===== config.mk =====
export PLATFORM = sky130hd
export DESIGN_NAME = logic_override_ctrl
export DESIGN_NICKNAME = d
export VERILOG_FILES = /design/src/rtl/logic_override_ctrl.sv
export SDC_FILE = /design/constraint.sdc
export NUM_CORES = 1
export LEC_CHECK = 0
export CORE_MARGIN = 3
export CORE_UTILIZATION = 45
export DETAILED_ROUTE_END_ITERATION = 16
export GPL_TIMING_DRIVEN = 0
export PLACE_DENSITY = 0.8
export SLEW_MARGIN = 10
export SYNTH_ARGS = -nofsm -noshare
export SYNTH_HDL_FRONTEND = slang
export SYNTH_SLANG_ARGS = --single-unit

===== constraint.sdc =====
create_clock -name clk -period 2.7 [get_ports clk]
set_clock_uncertainty 0.2 [all_clocks]
set_input_delay 0.675 -clock clk [delete_from_list [all_inputs] [get_ports clk]]
set_output_delay 0.675 -clock clk [all_outputs]
set_load 0.01 [all_outputs]

===== src/rtl/logic_override_ctrl.sv =====
// Timed override controller: after a programmable delay, switches the
// combined output from a|b to a&b for a programmable number of cycles.
// One sequence at a time; abort cancels, rst clears everything.
module logic_override_ctrl #(
    parameter int CNT_W = 8
) (
    input  logic             clk,
    input  logic             rst,
    input  logic             start,
    input  logic             abort,
    input  logic [CNT_W-1:0] delay_cyc,
    input  logic [CNT_W-1:0] hold_cyc,
    input  logic             a,
    input  logic             b,
    output logic             out,
    output logic             forced,
    output logic             busy,
    output logic             done
);

    typedef enum logic [1:0] {
        IDLE  = 2'd0,
        DELAY = 2'd1,
        FORCE = 2'd2
    } state_t;

    state_t           state, state_next;
    logic [CNT_W-1:0] cnt, cnt_next;
    logic [CNT_W-1:0] hold, hold_next;
    logic             forced_next, busy_next, done_next;

    // State, counters and registered flags; rst overrides everything.
    always_ff @(posedge clk) begin
        // NOTE: non-blocking assignments so every register samples pre-edge values.
        if (rst) begin
            state  <= IDLE;
            cnt    <= '0;
            hold   <= '0;
            forced <= 1'b0;
            busy   <= 1'b0;
            done   <= 1'b0;
        end else begin
            state  <= state_next;
            cnt    <= cnt_next;
            hold   <= hold_next;
            forced <= forced_next;
            busy   <= busy_next;
            done   <= done_next;
        end
    end

    // Next-state and counter logic. The DELAY count is loaded with D at the
    // accepting edge, so FORCE is entered D+1 edges later; the FORCE count is
    // loaded with H-1 so the override lasts exactly H cycles.
    always_comb begin
        // NOTE: defaults first so no path leaves a variable unassigned (no latches).
        state_next = state;
        cnt_next   = cnt;
        hold_next  = hold;
        unique case (state)
            IDLE: begin
                if (start && !abort) begin
                    state_next = DELAY;
                    cnt_next   = delay_cyc;
                    hold_next  = hold_cyc;
                end
            end
            DELAY: begin
                if (abort) begin
                    state_next = IDLE;
                    cnt_next   = '0;
                end else if (cnt == '0) begin
                    if (hold == '0) begin
                        state_next = IDLE;
                    end else begin
                        state_next = FORCE;
                        cnt_next   = hold - 1'b1;
                    end
                end else begin
                    cnt_next = cnt - 1'b1;
                end
            end
            FORCE: begin
                if (abort || cnt == '0) begin
                    state_next = IDLE;
                    cnt_next   = '0;
                end else begin
                    cnt_next = cnt - 1'b1;
                end
            end
            default: begin
                state_next = IDLE;
                cnt_next   = '0;
            end
        endcase
    end

    // Next values of the registered flags; done only on normal completion.
    always_comb begin
        forced_next = (state_next == FORCE);
        busy_next   = (state_next != IDLE);
        done_next   = (state != IDLE) && !abort && (state_next == IDLE);
    end

    // Zero-latency datapath result.
    assign out = forced ? (a & b) : (a | b);

endmodule


### Word-level counts from Yosys, hierarchy flattened

Index checks and enable logic that the tools add are counted.

* logic and storage cells: 41
* register bits: 21
* bits of input ports: 22
* output and inout bits: 4

* add/sub/neg operators: 2
* bitwise operators: 2
* equality and inequality tests: 5
* reductions and logical operators: 13
* multiplexer cells: 13

Operators by type and width (count)
* 2-to-1 mux 8 bit: 5
* case mux 8 bit (3 select lines): 1
* zero test 8 bit: 2
* subtractor 8 x 1 -> 8 bit, second input constant: 2
* 2-to-1 mux 2 bit: 5
* case mux 2 bit (3 select lines): 1
* == test 2 bit, second input constant: 2
* zero test 2 bit: 2
* != test 4 bit, second input constant: 1
* AND reduction 2 bit: 2
* nonzero test 2 bit: 2
* logical AND 1 bit: 3
* == test 2 x 1 -> 1 bit, second input constant: 1
* != test 2 bit, second input constant: 1
* bitwise AND 1 bit: 1
* zero test 1 bit: 1
* logical OR 1 bit: 1
* 2-to-1 mux 1 bit: 1
* bitwise OR 1 bit: 1

### Logic depth before layout (Yosys ltp)

* depth after elaboration: 7
* depth in mapped cells: 7
* depth with buffers taken out: 7

### Worst setup path before layout

Ideal clock, no wire load.

* kind: input to register
* start: in start
* end: reg busy
* setup time: 0.123 ns
* arrival time: 1.789 ns
* data required time: 2.377 ns
* cell stages on the path: 5
* slack: 0.588 ns
* buffers on the path: 0
* cells stage by stage: or2b_2 -> nor3_2 -> a21oi_1 -> o211a_1 -> or2_2

* cells in the longest elaborated chain, start to end: 4

Ends and longest elaborated chain
* start: declaration: RTL line 9 `input logic start,`
* logical AND 1 bit: RTL line 62 `if (start && !abort) begin`
* 2-to-1 mux 2 bit: RTL line 62
* case mux 2 bit (3 select lines): RTL line 60 `unique case (state)`
* nonzero test 2 bit: RTL line 101 `busy_next = (state_next != IDLE);`
* end signal: assignment: RTL line 47 `busy <= busy_next;`
* end: declaration: RTL line 17 `output logic busy,`

Every way passes these cells.
A chain may end at the register's enable or synchronous reset.

### Worst setup path after layout

* start: in b
* end: out out

* cells in the longest elaborated chain, start to end: 2
* elaborated cells on any way between the ends: 3
* classes of those cells: mux: 1; bitwise: 2

Ends and longest elaborated chain
* start: declaration: RTL line 14 `input logic b,`
* bitwise OR 1 bit / bitwise AND 1 bit (equally long branches): RTL line 106 `assign out = forced ? (a & b) : (a | b);`
* 2-to-1 mux 1 bit *: RTL line 106
* end: declaration: RTL line 15 `output logic out,`

Every way passes the cells marked *; elsewhere a longest branch is shown, timed or not.

==> summary.md <==
| Metric | Value |
|---|---|
| Slew HR | `60.7%` |
| Via-to-Cell Ratio | `5.71` |
| Leakage | `0.593 nW` |
| P&R area growth vs syn | `26.0%` |
| Final wirelength | `3.06 mm` |
| Met1 Wirelength | `1.32 mm` |
| CTS tree | `yes` |
| DRT iter0 DRCs | `64` |
| RSZ-0062 raised after global routing | `no` |
| Fin nets | `206` |
| Crit Path Max Fanout | `1` |
| Total power | `742 µW` |
| Global-route wire length before repair | `4.92 mm` |
| Post-synthesis cell area | `0.00127 mm²` |
| Post-synthesis sequential area ratio | `33.2%` |
| Worst-skew pair later-pin latency | `0.31 ns` |
| Slew Viols, Final | `0` |
| Setup violators final | `0` |
| Total clock sinks | `21` |
| Arrival @ worst endpoint | `1.70 ns` |
| # DRC | `0` |
| Distinct cells, synth | `45` |
| DIE AREA | `0.00349 mm²` |
| Post-CTS setup buffers | `0` |
| Clock Path Buffers | `2` |
| Syn nets | `176` |
| Vias in the first global route | `1,133` |
| Met3 Wirelength | `178 µm` |
| Synth async-reset ratio | `0%` |
| CP startpoint kind | `input port` |
| Fmax | `388 MHz` |
| Initial core utilization | `49.4%` |
| PortBufs | `25` |
| PD cells | `465 mW/mm²` |
| GRT Total Usage | `18.2%` |
| Min Clock Period, post-route | `2.58 ns` |
| Fin util | `62.2%` |
| Register Area | `420 µm²` |
| YS warnings | `0` |
| Core area | `0.00257 mm²` |
| Required @ worst endpoint | `1.82 ns` |
| H-tree depth | `1` |
| Routed len/inst | `14.6 µm` |
| Fillers | `246` |
| Final hold vios | `0` |
| I/O pin cnt | `26` |
| Num CTS Buffers | `3` |
| Most common cell after layout, fill and taps aside | `nand2_1` |
| CP Capture Type | `output pin` |
| Syn Inst Count | `151` |
| Die Y | `59.1 µm` |
| Syn Area/Cell | `8.39 µm²` |
| Final period util | `95.4%` |
| Status | `completed` |
| CP cell instances | `clkdlybuf4s50_1, maj3_1, dlygate4sd2_1` |
| FF+latch count, synth | `21` |
| Inserted Diodes | `0` |
| Max Cap Violations | `0` |
| Root buf cell | `clkbuf_4` |
| Met2 Wirelength | `1.54 mm` |
| Max Used Layer | `met4` |
| Initial antenna violation count | `0` |
| Die X | `59.1 µm` |
| Pre-antenna DRT Iters | `4` |
| VDD IR max | `0.307 mV` |
| Hold WC Path Type | `reg2reg` |
| CP max stage delay | `0.41 ns` |
| EDFF count, synth | `0` |
| Largest net degree at the start of global routing | `13` |
| Worst Path Buf+Inv | `2` |
| Top_reg_cell synth | `dfxtp_1` |
| Post-DP HPWL | `2.33 mm` |
| Total gr overflow | `0` |
| Post-route ant nets | `0` |
| Commonest cells after routing, fill and taps aside | `27 x nand2_1, 24 x clkdlybuf4s50_1, 21 x dfxtp_1, 15 x a21oi_1, 8 x o21ai_0` |
| Crit-path slowest cell | `clkdlybuf4s50_1` |
| Row Count | `18` |
| Multi-input combinational cell area | `825 µm²` |
| Worst slew pin tran | `0.590 ns` |
| CP Class | `in2out` |
| Via count | `1,199` |
| Placer Congestion | `0.848` |
| Layout cells sized above 1 | `12.8%` |
| Crit-path leading delay family | `buffers and inverters` |
| Clk pin slew, worst setup/hold paths | `0.12 ns` |
[cells by family after synthesis]
family                     share of synthesized area [%]
AOI/OAI and AO/OA                                   25.7
DFF                                                 33.2
buffers and inverters                               2.96
adders and majority gates                           3.75
xor gates and xnor gates                            5.53
and+or+nand+nor                                     28.9
[state kept, by name, summed over array words and instances, names as in the netlist]
name,flops
cnt,8
hold,8
state,2
busy,1
done,1
forced,1
[area by class of cell]
| class | count | area share (%) |
|---|---|---|
| sequential | 21 | 26.3 |
| multi-input combinational | 120 | 51.6 |
| clock buffer | 3 | 1.41 |
| buffer | 4 | 0.940 |
| timing repair buffer | 25 | 15.6 |
| inverter | 6 | 1.41 |
| clock inverter | 1 | 0.313 |
| tap | 30 | 2.35 |
[power by group]
part | internal, mW | switching [mW]
Clock | 0.0552 | 0.101
Sequential | 0.328 | 0.0213
Combinational | 0.117 | 0.119
[per-layer routing]
layer	global-route usage [%]	vias up
li1	-	612
met4	6.47	0
met1	22.0	543
met5	0	-
met2	32.2	40
met3	3.27	4
[worst register-to-register path, stage by stage, from the launching register on]
cell and delay, ns:
dfxtp_1 0.35, inv_1 0.10, ha_1 0.16, nor4b_4 0.37, nand3_2 0.29, o41ai_2 0.42, or2b_4 0.24, o21ai_0 0.10
[synthesized netlist by cell type (all sizes together), types with 2 or more instances]
master | instances | area (µm²)
a222oi | 3 | 30.0
or2b | 3 | 23.8
inv | 6 | 22.5
o211a | 2 | 20.0
nor3 | 8 | 50.1
and2 | 2 | 12.5
clkbuf | 4 | 15.0
nand2 | 27 | 101
nor2 | 8 | 32.5
dfxtp | 21 | 420
xnor2 | 7 | 61.3
or3 | 2 | 13.8
or4 | 3 | 30.0
nand2b | 4 | 25.0
ha | 3 | 37.5
o22ai | 3 | 32.5
o21ai | 8 | 40.0
nor4 | 2 | 12.5
a221oi | 2 | 23.8
a21oi | 15 | 75.1
[worst paths after layout]
| kind | slack, ns | from | endpoint | cells past startpoint |
|---|---|---|---|---|
| max reg2reg | 0.36 | cnt[0] | cnt[1] | 7 |
| min reg2reg | 0.29 | hold[0] | hold[0] | 2 |
| min | 0.29 | hold[0] | hold[0] | 2 |
| max | 0.12 | b | out | 3 |
[what timing repair did]
item | 4_1_cts | 5_1_grt
endpoints found under the setup margin | 1 | 8
resized for setup | 1 | 3
hold buffers | 0 | 0
pin swaps | 0 | 0
[through the flow]
| step | area (µm²) | worst slack (ns) | cells | setup TNS (ns) | hold WS [ns] |
|---|---|---|---|---|---|
| detailed placement | 1560 | -0.235 | 206 | -1.82 | 0.271 |
| global route | 1600 | 0.0796 | 210 | 0 | 0.323 |
| floorplan | 1270 | 0.588 | 151 | 0 | 0.249 |
| CTS | 1580 | 0.0679 | 210 | 0 | 0.289 |
| global placement | 1560 | -0.243 | 206 | -1.87 | 0.264 |
| finish | 1600 | 0.124 | 210 | 0 | 0.288 |
No activity file was read; power rests on OpenSTA's default activity.
